<file path="config.mk">
export PLATFORM = sky130hd
export DESIGN_NAME = op_unit
export DESIGN_NICKNAME = d
export VERILOG_FILES = /design/src/rtl/op_unit.sv
export SDC_FILE = /design/constraint.sdc
export NUM_CORES = 1
export LEC_CHECK = 0
export BUFFER_PORTS_ARGS = -buffer_cell sky130_fd_sc_hd__clkbuf_2
export CORE_MARGIN = 2
export CORE_UTILIZATION = 32
export DETAILED_ROUTE_END_ITERATION = 10
export SYNTH_ARGS = -nofsm -noshare
export SYNTH_HDL_FRONTEND = slang
export SYNTH_SLANG_ARGS = --single-unit
</file>
<file path="constraint.sdc">
create_clock -name clk -period 2.1 [get_ports clk]
set_clock_uncertainty 0.2 [all_clocks]
set_input_delay 0.42 -clock clk [delete_from_list [all_inputs] [get_ports clk]]
set_output_delay 0.42 -clock clk [all_outputs]
set_load 0.1 [all_outputs]
</file>
<file path="src/rtl/op_unit.sv">
// -----------------------------------------------------------------------------
// op_unit
//
// Datapath half of a microprogrammed shift-and-add engine. Each clock edge it
// executes the microoperations selected by the controller strobes and reports
// the branch conditions x (B[0]) and y (C == 0) back to the controller.
//
// Parameters:
//   W     datapath width (>= 2); the iteration counter is $clog2(W+1) bits.
//
// Ports:
//   clk   in   clock, all state changes on the rising edge
//   res   in   asynchronous active-low reset
//   ld    in   operand load (B <= din, A <= 0, C <= W, CY <= 0); overrides strobes
//   din   in   operand value [W-1:0]
//   t1    in   {CY,A} <= A + B
//   t2    in   B <= B >> 1
//   t4    in   A <= 0               (wins over t1 for A)
//   t5    in   C <= C - 1 (wraps)
//   t6    in   C <= W               (wins over t5)
//   t7    in   Q <= {Q[W-2:0], CY}  (old CY)
//   t8    in   CY <= 0              (wins over t1 for CY)
//   t9    in   R <= A, done pulses on the following cycle
//   x     out  B[0]
//   y     out  C == 0
//   cy    out  carry flag
//   q     out  shift register Q [W-1:0]
//   r     out  result register R [W-1:0]
//   done  out  high for the cycle after each t9 edge
//
// Build option:
//   OP_UNIT_SAT_EN  when defined, t1 saturates A to all ones on overflow
//                   (CY still set); otherwise the add wraps modulo 2^W.
// -----------------------------------------------------------------------------
module op_unit #(
  parameter int W = 8
) (
  input  logic         clk,
  input  logic         res,
  input  logic         ld,
  input  logic [W-1:0] din,
  input  logic         t1,
  input  logic         t2,
  input  logic         t4,
  input  logic         t5,
  input  logic         t6,
  input  logic         t7,
  input  logic         t8,
  input  logic         t9,
  output logic         x,
  output logic         y,
  output logic         cy,
  output logic [W-1:0] q,
  output logic [W-1:0] r,
  output logic         done
);

  localparam int CW = $clog2(W + 1);
  localparam logic [CW-1:0] C_INIT = CW'(W);

  logic [W-1:0]  r_a;
  logic [W-1:0]  r_b;
  logic [CW-1:0] r_c;
  logic          r_cy;
  logic [W-1:0]  r_q;
  logic [W-1:0]  r_r;
  logic          r_done;

  logic [W-1:0]  w_a_next;
  logic [W-1:0]  w_b_next;
  logic [CW-1:0] w_c_next;
  logic          w_cy_next;
  logic [W-1:0]  w_q_next;
  logic [W-1:0]  w_r_next;
  logic          w_done_next;

  // Adder result for t1, one bit wider so the carry falls out naturally.
  logic [W:0]    w_sum;
  logic [W-1:0]  w_add_a;
  logic          w_add_cy;

  assign w_sum = {1'b0, r_a} + {1'b0, r_b};

`ifdef OP_UNIT_SAT_EN
  // Any carry out means the true sum exceeded 2^W-1: clamp A, keep CY set.
  assign w_add_a  = w_sum[W] ? {W{1'b1}} : w_sum[W-1:0];
  assign w_add_cy = w_sum[W];
`else
  assign w_add_a  = w_sum[W-1:0];
  assign w_add_cy = w_sum[W];
`endif

  always_comb begin
    w_a_next    = r_a;
    w_b_next    = r_b;
    w_c_next    = r_c;
    w_cy_next   = r_cy;
    w_q_next    = r_q;
    w_r_next    = r_r;
    w_done_next = 1'b0;

    if (ld) begin
      // Load masks every strobe in the same cycle, including t9.
      w_b_next  = din;
      w_a_next  = '0;
      w_c_next  = C_INIT;
      w_cy_next = 1'b0;
    end else begin
      // Later assignments carry the higher priority within a register.
      if (t1) begin
        w_a_next  = w_add_a;
        w_cy_next = w_add_cy;
      end
      if (t4) w_a_next = '0;
      if (t2) w_b_next = r_b >> 1;
      if (t5) w_c_next = r_c - CW'(1);
      if (t6) w_c_next = C_INIT;
      // t7 samples the pre-edge carry, so t7+t8 shifts the old CY in first.
      if (t7) w_q_next = {r_q[W-2:0], r_cy};
      if (t8) w_cy_next = 1'b0;
      if (t9) w_r_next = r_a;
      w_done_next = t9;
    end
  end

  always_ff @(posedge clk or negedge res) begin
    if (!res) begin
      r_a    <= '0;
      r_b    <= '0;
      r_c    <= '0;
      r_cy   <= 1'b0;
      r_q    <= '0;
      r_r    <= '0;
      r_done <= 1'b0;
    end else begin
      r_a    <= w_a_next;
      r_b    <= w_b_next;
      r_c    <= w_c_next;
      r_cy   <= w_cy_next;
      r_q    <= w_q_next;
      r_r    <= w_r_next;
      r_done <= w_done_next;
    end
  end

  // Flags come straight from registers so the controller never sees a
  // combinational path from its own strobes.
  assign x    = r_b[0];
  assign y    = (r_c == '0);
  assign cy   = r_cy;
  assign q    = r_q;
  assign r    = r_r;
  assign done = r_done;

endmodule

</file>
# --- After elaboration in Yosys (flattened, before gate mapping) ---
# Index checks and enable logic that the tools add are counted.
totals:
  ff_bits: 38
  in_bits: 19
  output_inout_bits: 20
  elab_cells: 29
classes:
  add_sub_neg: 2
  muxes: 12
  bitwise: 1
  reduce_logical: 7
op_table:
  columns: ["cell", "n"]
  rows:
  - ["$mux W8", 5]
  - ["$mux W4", 3]
  - ["$add A8 B8 Y9", 1]
  - ["$reduce_bool A3 Y1", 3]
  - ["$logic_not A4 Y1", 1]
  - ["$mux W1", 4]
  - ["$reduce_and A2 Y1", 2]
  - ["$sub A4 B1 Y4 const B", 1]
  - ["$reduce_bool A2 Y1", 1]
  - ["$not A1 Y1", 1]

# --- Depth between registers and ports, before layout ---
logic_depth:
  ltp_word: 4
  ltp_mapped: 7
  ltp_nobuf: 7

# --- Least setup slack after synthesis ---
# OpenSTA, ideal clock, no wires.
synth_timing:
  kind: "flip-flop to output port"
  start: "reg r_c[0]"
  end: "out y"
  arrival_ns: 2.782
  required_ns: 1.480
  path_slack_ns: -1.302
  path_stages_with_launch: 4
  n_path_buf: 0
  cell_sequence: "dfrtp_1 -> inv_1 -> ha_1 -> nor3b_1"
synth_between:
  elab_chain_cells: 1
synth_rtl:
  columns: ["item", "line_no", "rtl"]
  rows:
  - ["start, declared", "63", "logic [CW-1:0] r_c;"]
  - ["start signal, assigned", "138", "r_c <= w_c_next;"]
  - ["$logic_not A4 Y1", "149", "assign y = (r_c == '0);"]
  - ["end, declared", "51", "output logic y,"]
# No other way between the ends.

# --- Final worst setup path ---
layout_timing:
  start: "reg r_b[0]"
  end: "reg r_a[6]"
layout_between:
  elab_chain_cells: 4
layout_rtl:
  columns: ["item", "line_no", "rtl"]
  rows:
  - ["start, declared", "62", "logic [W-1:0] r_b;"]
  - ["start signal, assigned", "137", "r_b <= w_b_next;"]
  - ["$add A8 B8 Y9", "82", "assign w_sum = {1'b0, r_a} + {1'b0, r_b};"]
  - ["$mux W8", "110", "if (t1) begin"]
  - ["$mux W8", "114", "if (t4) w_a_next = '0;"]
  - ["$mux W8", "102", "if (ld) begin"]
  - ["end signal, assigned", "136", "r_a <= w_a_next;"]
  - ["end, declared", "61", "logic [W-1:0] r_a;"]
# No other way between the ends. The select of a mux whose other input is x is not followed.
# A chain may end at the register's enable or synchronous reset.

==> qor.yml <==
status: "finished clean"
worstHoldPathCells: 2
avgSynthCellArea_sq_um: 12.1
crit_family: "compound AO/OA/AOI/OAI gates"
place_area_sq_um: 2180
hp-start: "t8"
synth_top_area_share: 0.521
final_cells: 271
synthFlopType: "dfrtp_1"
top_layer: "met4"
synth_top_cells_by_area: "dfrtp_1 52%, mux2_2 9.9%, ha_1 6.9%"
arrival_ns: 2.06
numCtsBuffers: 5
synth-seq-area-share: 0.521
power_mw: 1.74
cts-root-buf: "clkbuf_8"
netlist_top_cells_count: "38 x dfrtp_1, 16 x mux2_2, 12 x o21ai_0, 11 x nand2_1, 10 x ha_1"
cts_setup_buffers: 0
async_reset_ff_frac: 1.00
synth_seq_cells: 38
crit_chain: "ha_4, fa_2, a21oi_2, o21ai_1, a31oi_2, xnor2_1, a22o_1"
dr_total_vias: 1290
p_leak_nw: 1.16
worstPathBufferInverterCount: 0
synthCells: 151
holdPathEnd: "cy"
yosysUniqueCellTypes: 35
cp_slowest_cell: "dfrtp_4"
reg2regPathDepth: 7
area_delta_synth_final_pct: 26.5
drc: 0
fin_area_sq_um: 2310
ant_nets: 0
r2r_setup_slack_ns: 0.01
finish.utilization: 0.419
r2r_start: "r_b[0]"
overflow: 0
wl_met3_um: 159
yosysTopAreaCell: "dfrtp_1"
die_h_um: 79.5
startpoint_type: "flip-flop"
finalNetCount: 228
n_antenna_cell: 0
grt_max_degree: 39
fin_crit_ns: 2.09
clock-sinks: 38
grt_usage: 0.118
endpoint_kind: "flip-flop"
clk_latency_ns: 0.29
routedWlPerCell_um: 13.0
drt-met1-wl_mm: 1.66
cts_tree: "done"
drtPass1Iterations: 4
worst-path-max-fanout: 3
rows: 27
min_path_type: "input port to flip-flop"
place_inst: 262
slew_headroom: 0.640
syn_area_sq_um: 1830
post-route-period-util: 0.993
pre_cts_ws_ns: -0.0241
cts_max_level: 2
wl_mm: 3.53
portBuffers: 38
core_area_sq_um: 5510
first_iter_violations: 49
io_pins: 39
grt_pass1_vias: 1269
antenna_found_initial: 0
synthesis.nets: 181
gp_congestion: 0.794
power_density_nw_per_um2: 755
worstMarginPinSlew_ns: 0.542
ys_warn_count: 0
vdd_ir_drop_max_mv: 0.258
cp_slowest_stage_delay_ns: 0.50
crit_required_ns: 2.08
vias_per_cell: 4.76
clock.fmax_mhz: 480
synth_most_common_cell: "dfrtp_1"
critPathKind: "flip-flop to flip-flop"
start_util: 0.332
slew_viol_final: 0
drive_gt1_frac: 0.392
fin_ws_ns: 0.0149
path_clk_slew_ns: 0.08
clk_path_buf_depth: 2
wl_met2_mm: 1.64
synth_edf_count: 0
grt_first_pass_wirelength_mm: 5.73
hpwl_mm: 2.69
rsz0062_at_grt: "yes"
die_x_um: 79.5
cap_violations: 0
regToRegEndpoint: "r_a[6]"
hold_viol_final: 0
setup_viol: 0
die-area_sq_um: 6330
[per-stage QoR]
step	hold WS, ns	TNS [ns]
2_1_floorplan	-0.0756	-0.0967
6_report	0.108	0
4_1_cts	0.0914	-0.0198
3_5_place_dp	0.296	-0.0241
5_1_grt	0.112	-0.0809
3_3_place_gp	0.290	0
[placed cells by master, fill, tap and decap left out, types with 3 or more instances in the layout]
cell type | netlist | layout
a211oi_1 | 3 | 3
a22o_1 | 6 | 6
buf_4 | 0 | 6
clkbuf_2 | 0 | 37
clkbuf_8 | 0 | 5
dfrtp_1 | 38 | 37
ha_1 | 10 | 9
inv_1 | 4 | 4
mux2_2 | 16 | 16
mux2i_1 | 7 | 7
nand2_1 | 11 | 11
nand2b_1 | 3 | 3
nor2_1 | 4 | 4
nor3_1 | 3 | 3
o21ai_0 | 12 | 11
xnor2_1 | 3 | 3
xor2_1 | 4 | 4
[timing repair]
action / CTS / global route
hold buffers: 1 / 0
pin swaps: 0 / 1
gates cloned: 0 / 0
setup endpoints to repair: 1 / 2
resized for setup: 1 / 2
endpoints found under the hold margin: 38 / 0
[cell families after synthesis]
group / share of synthesized area
muxes: 0.137
buffers and inverters: 0.0199
AOI/OAI and AO/OA: 0.122
adders and majority gates: 0.0795
and+or+nand+nor: 0.0871
xor gates and xnor gates: 0.0336
DFF: 0.521
[worst max path at each step]
stage / slack (ns) / start / cells past startpoint / endpoint
finish: 0.01 / r_b[0] / 7 / r_a[6]
global route: -0.07 / r_b[0] / 7 / r_a[6]
CTS: -0.02 / r_b[0] / 7 / r_a[6]
detailed placement: -0.02 / r_b[0] / 7 / r_a[6]
global placement: 0.03 / r_b[0] / 7 / r_a[6]
floorplan: -0.1 / r_b[0] / 7 / r_a[6]
[flip-flops by register name, summed over array words and instances, names as in the netlist]
| signal | cells |
|---|---|
| r | 8 |
| r_c | 4 |
| done | 1 |
| cy | 1 |
| r_b | 8 |
| q | 8 |
| r_a | 8 |
[cell type report]
class	instances	area [sq um]
fill	549	3200
sequential	38	955
multi-input combinational	104	880
timing repair buffer	45	260
tap	72	90.1
clock buffer	5	68.8
clock inverter	3	40.0
inverter	4	15.0
[routing by layer]
| layer | GRT usage | up-vias |
|---|---|---|
| met5 | 0 | - |
| li1 | - | 638 |
| met4 | 0.0672 | 0 |
| met3 | 0.0238 | 5 |
| met2 | 0.184 | 33 |
| met1 | 0.153 | 614 |
[power breakdown]
| group | total (mW) | switching (mW) | internal, mW |
|---|---|---|---|
| Combinational | 0.328 | 0.219 | 0.110 |
| Clock | 0.612 | 0.262 | 0.350 |
| Sequential | 0.803 | 0.0329 | 0.770 |
| Total | 1.74 | 0.514 | 1.23 |
No activity file was read; power rests on OpenSTA's default activity.
